File: src/rtl/dadda_pkg.sv
// Shared definitions for the Dadda multiplier product path: default product
// width, count-width helper and the accumulator state encoding.
package dadda_pkg;

    localparam int DEFAULT_PROD_W = 16;

    function automatic int cnt_w(input int max_terms);
        return $clog2(max_terms) + 1;
    endfunction

    typedef enum logic [1:0] {
        IDLE  = 2'd0,
        ACCUM = 2'd1,
        HOLD  = 2'd2
    } state_t;

endpackage

File: src/rtl/dadda_sat_adder.sv
// Combinational unsigned add of a product onto the running sum, one bit wider
// than the accumulator so the carry-out flags overflow; clamps when SATURATE.
module dadda_sat_adder #(
    parameter int ACC_W    = 24,
    parameter int PROD_W   = 16,
    parameter int SATURATE = 1
) (
    input  logic [ACC_W-1:0]  base,
    input  logic [PROD_W-1:0] addend,
    output logic [ACC_W-1:0]  sum,
    output logic              ovf
);

    logic [ACC_W:0] full;

    assign full = {1'b0, base} + (ACC_W + 1)'(addend);
    assign ovf  = full[ACC_W];

    always_comb begin
        sum = full[ACC_W-1:0];
        if (ovf && (SATURATE != 0)) begin
            sum = '1;
        end
    end

endmodule

File: src/rtl/dadda_product_accumulator.sv
// Accumulates a stream of unsigned multiplier products into one dot-product
// per packet and presents the registered result with a term count and overflow flag.
module dadda_product_accumulator #(
    parameter int PROD_W    = dadda_pkg::DEFAULT_PROD_W,
    parameter int ACC_W     = 24,
    parameter int MAX_TERMS = 256,
    parameter int SATURATE  = 1,
    localparam int CNT_W    = dadda_pkg::cnt_w(MAX_TERMS)
) (
    input  logic              clk,
    input  logic              rst,
    input  logic              in_valid,
    output logic              in_ready,
    input  logic [PROD_W-1:0] in_product,
    input  logic              in_last,
    output logic              out_valid,
    input  logic              out_ready,
    output logic [ACC_W-1:0]  out_sum,
    output logic [CNT_W-1:0]  out_count,
    output logic              out_overflow
);

    import dadda_pkg::*;

    state_t             state;
    state_t             state_next;
    logic [ACC_W-1:0]   acc;
    logic [CNT_W-1:0]   count;
    logic               ovf_reg;

    logic               accept;
    logic               new_pkt;
    logic               pkt_end;
    logic [ACC_W-1:0]   add_base;
    logic [ACC_W-1:0]   add_sum;
    logic               add_ovf;
    logic [CNT_W-1:0]   count_next;
    logic               ovf_next;

    // HOLD only blocks input while the result is still waiting downstream.
    assign in_ready   = (state != HOLD) || out_ready;
    assign out_valid  = (state == HOLD);
    assign accept     = in_valid && in_ready;
    assign new_pkt    = (state != ACCUM);
    assign add_base   = new_pkt ? '0 : acc;
    assign count_next = new_pkt ? CNT_W'(1) : count + 1'b1;
    assign ovf_next   = (new_pkt ? 1'b0 : ovf_reg) | add_ovf;
    assign pkt_end    = in_last || (count_next == CNT_W'(MAX_TERMS));

    dadda_sat_adder #(
        .ACC_W    (ACC_W),
        .PROD_W   (PROD_W),
        .SATURATE (SATURATE)
    ) u_adder (
        .base   (add_base),
        .addend (in_product),
        .sum    (add_sum),
        .ovf    (add_ovf)
    );

    always_comb begin
        state_next = state;
        if (accept) begin
            state_next = pkt_end ? HOLD : ACCUM;
        end else if ((state == HOLD) && out_ready) begin
            state_next = IDLE;
        end
    end

    always_ff @(posedge clk) begin
        if (rst) begin
            state        <= IDLE;
            acc          <= '0;
            count        <= '0;
            ovf_reg      <= 1'b0;
            out_sum      <= '0;
            out_count    <= '0;
            out_overflow <= 1'b0;
        end else begin
            state <= state_next;
            if (accept) begin
                acc     <= add_sum;
                count   <= count_next;
                ovf_reg <= ovf_next;
                if (pkt_end) begin
                    out_sum      <= add_sum;
                    out_count    <= count_next;
                    out_overflow <= ovf_next;
                end
            end
        end
    end

endmodule

File: config.mk
export PLATFORM = sky130hd
export DESIGN_NAME = dadda_product_accumulator
export DESIGN_NICKNAME = d
export VERILOG_FILES = /design/src/rtl/dadda_pkg.sv /design/src/rtl/dadda_sat_adder.sv /design/src/rtl/dadda_product_accumulator.sv
export SDC_FILE = /design/constraint.sdc
export NUM_CORES = 1
export LEC_CHECK = 0
export BUFFER_PORTS_ARGS = -buffer_cell sky130_fd_sc_hd__buf_2
export CAP_MARGIN = 10
export CORE_MARGIN = 2
export CORE_UTILIZATION = 45
export CTS_CLUSTER_SIZE = 20
export DETAILED_ROUTE_END_ITERATION = 10
export PLACE_DENSITY = 0.65
export SYNTH_ARGS = -nofsm -noshare
export SYNTH_HDL_FRONTEND = slang
export SYNTH_SLANG_ARGS = --single-unit
File: constraint.sdc
create_clock -name clk -period 6.95 [get_ports clk]
set_input_delay 0.3475 -clock clk [delete_from_list [all_inputs] [get_ports clk]]
set_output_delay 0.3475 -clock clk [all_outputs]
set_load 0.01 [all_outputs]
# Word-level counts from Yosys, hierarchy flattened
# Index checks and enable logic that the tools add are counted.
# Widths: inputs -> output; s select.
[op_classes]
mux = 7
eq_ne = 4
reduce_logical = 6
addsub = 2
bitwise = 1
[op_table]
columns = ["cell", "count"]
rows = [
  ["$mux 24", 2],
  ["$add 24x16->25", 1],
  ["$add 9x1->9 const B", 1],
  ["$eq 9x9->1 const B", 1],
  ["$mux 9", 1],
  ["$mux 2", 3],
  ["$eq 2x2->1 const B", 1],
  ["$logic_and 1x1->1", 2],
  ["$logic_or 1x1->1", 2],
  ["$ne 2x1->1 const B", 1],
  ["$ne 2x2->1 const B", 1],
  ["$reduce_and 2->1", 1],
  ["$reduce_bool 2->1", 1],
  ["$mux 1", 1],
  ["$or 1x1->1", 1],
]
[word_totals]
register_bits = 70
word_cells = 27
in_bits = 21
out_inout_bits = 36

# Depth between registers and ports, before layout
[logic_depth]
word_depth = 6
depth_mapped = 14
depth_no_buf = 11

# Cells and area by module
# A second synthesis with hierarchy kept.
[unflattened]
hier_cells = 591
area_unflattened_um2 = 4405.5
[modules_own_cells]
columns = ["module", "cells_each", "area_per_inst_um2", "n_inst"]
rows = [
  ["dadda_product_accumulator", 416, 3209.3, 1],
  ["dadda_sat_adder", 175, 1196.1, 1],
]

# Worst setup path after synthesis
# OpenSTA, ideal clock, no wires.
[synth_timing]
path_kind = "register -> register"
from = "register state[0]"
to = "register out_sum[17]"
required_ps = 6858
synth_period_minus_slack_ps = 3087
arrival_time_ps = 2995
stages_incl_launch_ff = 15
path_slack_ps = 3863
setup_time_ps = 92
path_cell_list = "dfxtp_1 nor2b_1 buf_4 clkbuf_1 clkbuf_1 and2_1 ha_1 fa_1 a211oi_1 nor4_1 nor3_1 a21oi_1 nand4_1 and3_1 o32ai_1"
[synth_between]
elab_chain_len = 5
elab_cells_between_ends = 11
cone_classes = "add/sub (1); eq/ne (3); mux (3); reduce/logical (4)"
[synth_rtl]
columns = ["item", "line_no", "text"]
rows = [
  ["from (decl)", "dadda_product_accumulator.sv:25", "state_t state;"],
  ["from (signal assigned)", "dadda_product_accumulator.sv:80", "state <= state_next;"],
  ["parallel branches: the longest is 5 deep, another holds $add 24x16->25", "-", ""],
  ["to (signal assigned)", "dadda_product_accumulator.sv:86", "out_sum <= add_sum;"],
  ["to (decl)", "dadda_product_accumulator.sv:18", "output logic [ACC_W-1:0] out_sum,"],
]
# Several ways; the timed one is not identified.
# A chain may end at the register's enable or synchronous reset.

# Worst setup path in the final report
[layout_timing]
from = "register state[0]"
to = "register acc[12]"
[layout_between]
elab_chain_len = 4
elab_cells_between_ends = 7
cone_classes = "add/sub (1); eq/ne (2); mux (2); reduce/logical (2)"
[layout_rtl]
columns = ["item", "line_no", "text"]
rows = [
  ["$ne 2x1->1", "dadda_product_accumulator.sv:44", "assign new_pkt = (state != ACCUM);"],
  ["$mux 24", "dadda_product_accumulator.sv:45", "assign add_base = new_pkt ? '0 : acc;"],
  ["$add 24x16->25", "dadda_sat_adder.sv:16", "assign full = {1'b0, base} + (ACC_W + 1)'(addend);"],
  ["$mux 24", "dadda_sat_adder.sv:21", "if (ovf && (SATURATE != 0)) begin"],
  ["to (signal assigned)", "dadda_product_accumulator.sv:82", "acc <= add_sum;"],
  ["to (decl)", "dadda_product_accumulator.sv:27", "logic [ACC_W-1:0] acc;"],
]
# Parallel ways exist; a longest one is shown, timed or not.

==> flow_summary.rst <==
.. list-table::
   :header-rows: 1

   * - Metric
     - Value
   * - Global-route wire length before repair
     - 16.5 mm
   * - Clk Tree Root Cell
     - sky130_fd_sc_hd__clkbuf_8
   * - Portion of synthesized cell area occupied by the leading cell type
     - 35.2%
   * - Worst-case setup slack after placement
     - 3.65 ns
   * - Share of cells above drive strength 1
     - 15.9%
   * - Peak supply drop
     - 0.0908 mV
   * - Sequential area share after synthesis
     - 35.2%
   * - Placeable Area
     - 8640 um2
   * - Die X-Extent
     - 98.0 um
   * - Area added between synthesis and finish
     - 13.8%
   * - Initial antenna violation count
     - 0
   * - Starting Density
     - 46.1%
   * - Fraction of synthesis flops using an asynchronous set or reset pin
     - 0%
   * - Number of buffers created by CTS
     - 9
   * - Cell-by-cell listing of the critical path
     - nor2b_2, buf_4, and2_1, ha_1, fa_1, a211oi_1, nor4_1, nor3_1, a211oi_2, buf_4, a21oi_1, a211oi_1
   * - Setup repair after global routing missed its margin
     - no
   * - Smallest setup slack after layout
     - 3.62 ns
   * - Via total after detailed routing
     - 3,647
   * - Library cell with the largest summed area after synthesis
     - sky130_fd_sc_hd__dfxtp_1
   * - Final critical delay including setup and external delays
     - 3.33 ns
   * - Final design area excluding fillers
     - 4530 um2
   * - # DRC
     - 0
   * - Slowest cell on the critical path
     - sky130_fd_sc_hd__fa_1
   * - Number of H-tree levels
     - 3
   * - Biggest registers after layout
     - acc: 24 flops, out_sum: 24 flops
   * - Placed wire-length estimate
     - 6.69 mm
   * - Warnings, synthesis
     - 0
   * - Cell area after synthesis
     - 3980 um2
   * - Total placed cells including tap cells
     - 639
   * - CP Capture Type
     - flop
   * - Worst Hold Class
     - in2reg
   * - TritonCTS sink count
     - 70
   * - Critical path startpoint category
     - flop
   * - Dominant synthesized flop cell
     - sky130_fd_sc_hd__dfxtp_1
   * - Critical-path maximum fanout
     - 34
   * - Aggregate global-route resource usage
     - 20.7%
   * - Final non-filler cell total
     - 655
   * - Detailed Route Iter0 Violations
     - 199
   * - Leftover overflow at the end of global routing
     - 0
   * - Delay of the slowest cell on the worst path
     - 0.42 ns
   * - CP Class
     - reg2reg
   * - Hold Buf Count CTS
     - 0
   * - Diodes inserted
     - 0
   * - Dominant cells by area after synthesis
     - sky130_fd_sc_hd__dfxtp_1 35%, sky130_fd_sc_hd__nor2_1 7.0%, sky130_fd_sc_hd__a21oi_1 6.3%, sky130_fd_sc_hd__ha_1 5.3%, sky130_fd_sc_hd__a211oi_1 5.3%
   * - Total I/O pin count
     - 57
   * - Wire length per cell after detailed routing
     - 14.7 um
   * - Clock skew
     - 0.0114 ns
   * - Crit path required time
     - 7.15 ns
   * - Pre-antenna DRT Iters
     - 4
   * - Clock tree from TritonCTS
     - done
   * - Result of the run
     - finished clean
   * - Maximum Capacitance Violations
     - 0
   * - Vias in the first global route
     - 3,480
   * - Setup Buffers After CTS
     - 0
   * - Full die area
     - 9610 um2
   * - Final setup TNS
     - 0 ns
   * - Final core occ
     - 52.5%
   * - Final nets
     - 581
   * - Remaining number of nets flagged by the antenna check after routing
     - 0
   * - Final number of hold-violating endpoints
     - 0
   * - Worst-Skew Late Latency
     - 0.35 ns
   * - Power density cells
     - 208 nW/um2
   * - Clock buffer depth
     - 2
   * - Worst slew slack as a fraction of its limit
     - 60.6%
   * - Resized Gates After CTS
     - 0
   * - F_max
     - 300 MHz
   * - Pin count of the biggest net entering global routing
     - 55
   * - FP Rows
     - 34
   * - Share of the cycle needed by the critical path after routing
     - 47.9%
   * - Number of standard cells after synthesis
     - 500
   * - Die extent in y
     - 98.0 um
   * - Least-Margin Pin Slew
     - 0.591 ns
   * - Final number of max-transition violations
     - 0
   * - Clock transition at the register clock pins on the worst setup and hold paths after CTS
     - 0.07 ns
   * - DRT Wirelength
     - 9.61 mm
   * - CP arrival
     - 3.53 ns
   * - Vias per inst
     - 5.57
   * - Leak Pwr
     - 1.88 nW
   * - Number of endpoints failing setup at the final stage
     - 0
   * - Number of enable-type register cells in the synthesized netlist
     - 0
   * - Post-Syn Area per Cell
     - 7.96 um2
   * - Final-layout fill cell count
     - 823
   * - Number of unique standard cell types used by synthesis
     - 54
   * - Syn_nets
     - 539
   * - Last weighted congestion value of the routability-driven placer
     - 0.876
   * - Placed instance area
     - 4310 um2
   * - Port Buf Inserts
     - 56
   * - Seq cells post-synth
     - 70
-- worst paths after layout --
check                                            from                     to  slack, ns  cells after the start
worst max register to register  state[0]$_SDFFE_PP0P_   acc[12]$_SDFFE_PP0P_       3.62                     12
worst min register to register  count[1]$_SDFFE_PP0P_  count[1]$_SDFFE_PP0P_       0.48                      2
worst max-delay path            state[0]$_SDFFE_PP0P_   acc[12]$_SDFFE_PP0P_       3.62                     12
worst min-delay path                        out_ready  state[1]$_SDFFE_PP0P_       0.37                      4
-- power by group --
part / switching, mW / internal, mW
sequential: 0.0122 / 0.422
clock: 0.161 / 0.211
combinational: 0.0857 / 0.0525
-- cell families (layout without fill, tap and decap cells) --
| kind of cell | after synthesis | after routing | synth area share (%) |
|---|---|---|---|
| simple gates | 186 | 186 | 21.8 |
| xor+xnor | 24 | 24 | 5.28 |
| buf+inv | 34 | 81 | 3.80 |
| fa+ha+maj | 18 | 18 | 5.85 |
| flops | 70 | 70 | 35.2 |
| mux | 13 | 13 | 3.30 |
| compound gates | 155 | 155 | 24.8 |
-- per-stage QoR --
stage | hold slack (ns) | power [mW]
final | 0.367 | 0.944
after global routing | 0.364 | 0.989
after CTS | 0.354 | 0.952
after detailed placement | 0.473 | 0.582
after global placement | 0.460 | 0.579
after floorplan | 0.449 | 0.541
-- worst max-delay path: cells and delay by family (launching register included) --
| kind | cells | cell delay, ns |
|---|---|---|
| compound gates | 4 | 0.86 |
| simple gates | 4 | 0.85 |
| fa+ha+maj | 2 | 0.62 |
| buf+inv | 2 | 0.48 |
| flops | 1 | 0.35 |
-- cell type report --
class / count / area (um2) / area share (%)
Multi-Input combinational cell: 396 / 2430 / 53.7
Timing Repair Buffer: 62 / 325 / 7.18
Tap cell: 108 / 135 / 2.98
Inverter: 3 / 11.3 / 0.249
Clock inverter: 6 / 85.1 / 1.88
Sequential cell: 70 / 1400 / 30.9
Clock buffer: 10 / 138 / 3.04
-- metal layers --
| metal | part of all wire (%) | track usage (%) | vias up |
|---|---|---|---|
| li1 | - | - | 1881 |
| met1 | 48 | 28.3 | 1663 |
| met2 | 45 | 32.9 | 86 |
| met3 | 4.8 | 3.36 | 17 |
| met4 | 2.1 | 8.12 | 0 |
| met5 | 0 | 0 | - |
-- synth_stat cells (2+ instances only) --
master / number
sky130_fd_sc_hd__nor2_1: 74
sky130_fd_sc_hd__dfxtp_1: 70
sky130_fd_sc_hd__a21oi_1: 50
sky130_fd_sc_hd__nand2_1: 42
sky130_fd_sc_hd__o21ai_0: 32
sky130_fd_sc_hd__a211oi_1: 28
sky130_fd_sc_hd__and2_1: 21
sky130_fd_sc_hd__clkbuf_1: 20
sky130_fd_sc_hd__ha_1: 17
sky130_fd_sc_hd__nand3_1: 16
sky130_fd_sc_hd__xor2_1: 14
sky130_fd_sc_hd__a31oi_1: 12
sky130_fd_sc_hd__mux2i_1: 12
sky130_fd_sc_hd__xnor2_1: 10
sky130_fd_sc_hd__a21o_1: 9
sky130_fd_sc_hd__buf_2: 7
sky130_fd_sc_hd__and3_1: 6
sky130_fd_sc_hd__nor3_1: 5
sky130_fd_sc_hd__o211ai_1: 4
sky130_fd_sc_hd__or3_1: 4
sky130_fd_sc_hd__a211o_1: 3
sky130_fd_sc_hd__a311oi_1: 3
sky130_fd_sc_hd__nand4_1: 3
sky130_fd_sc_hd__nor2b_1: 3
sky130_fd_sc_hd__buf_4: 2
sky130_fd_sc_hd__inv_1: 2
sky130_fd_sc_hd__nand2b_1: 2
sky130_fd_sc_hd__nor4_1: 2
sky130_fd_sc_hd__o21a_1: 2
-- cell usage in the layout, fill, tap and decap left out, drive strengths merged, types with 4 or more instances in the layout --
master	netlist	routed
mux2i	12	12
dfxtp	70	70
or3	4	4
o21ai	32	32
a211oi	28	28
a21o	9	9
xnor2	10	10
a21oi	50	50
nand3	17	17
nor3	5	5
xor2	14	14
a31oi	12	12
nor2	74	74
nand2	43	43
o211ai	4	4
buf	11	62
and3	6	6
ha	17	17
clkbuf	20	10
and2	21	21
(Power assumes the default switching activity.)
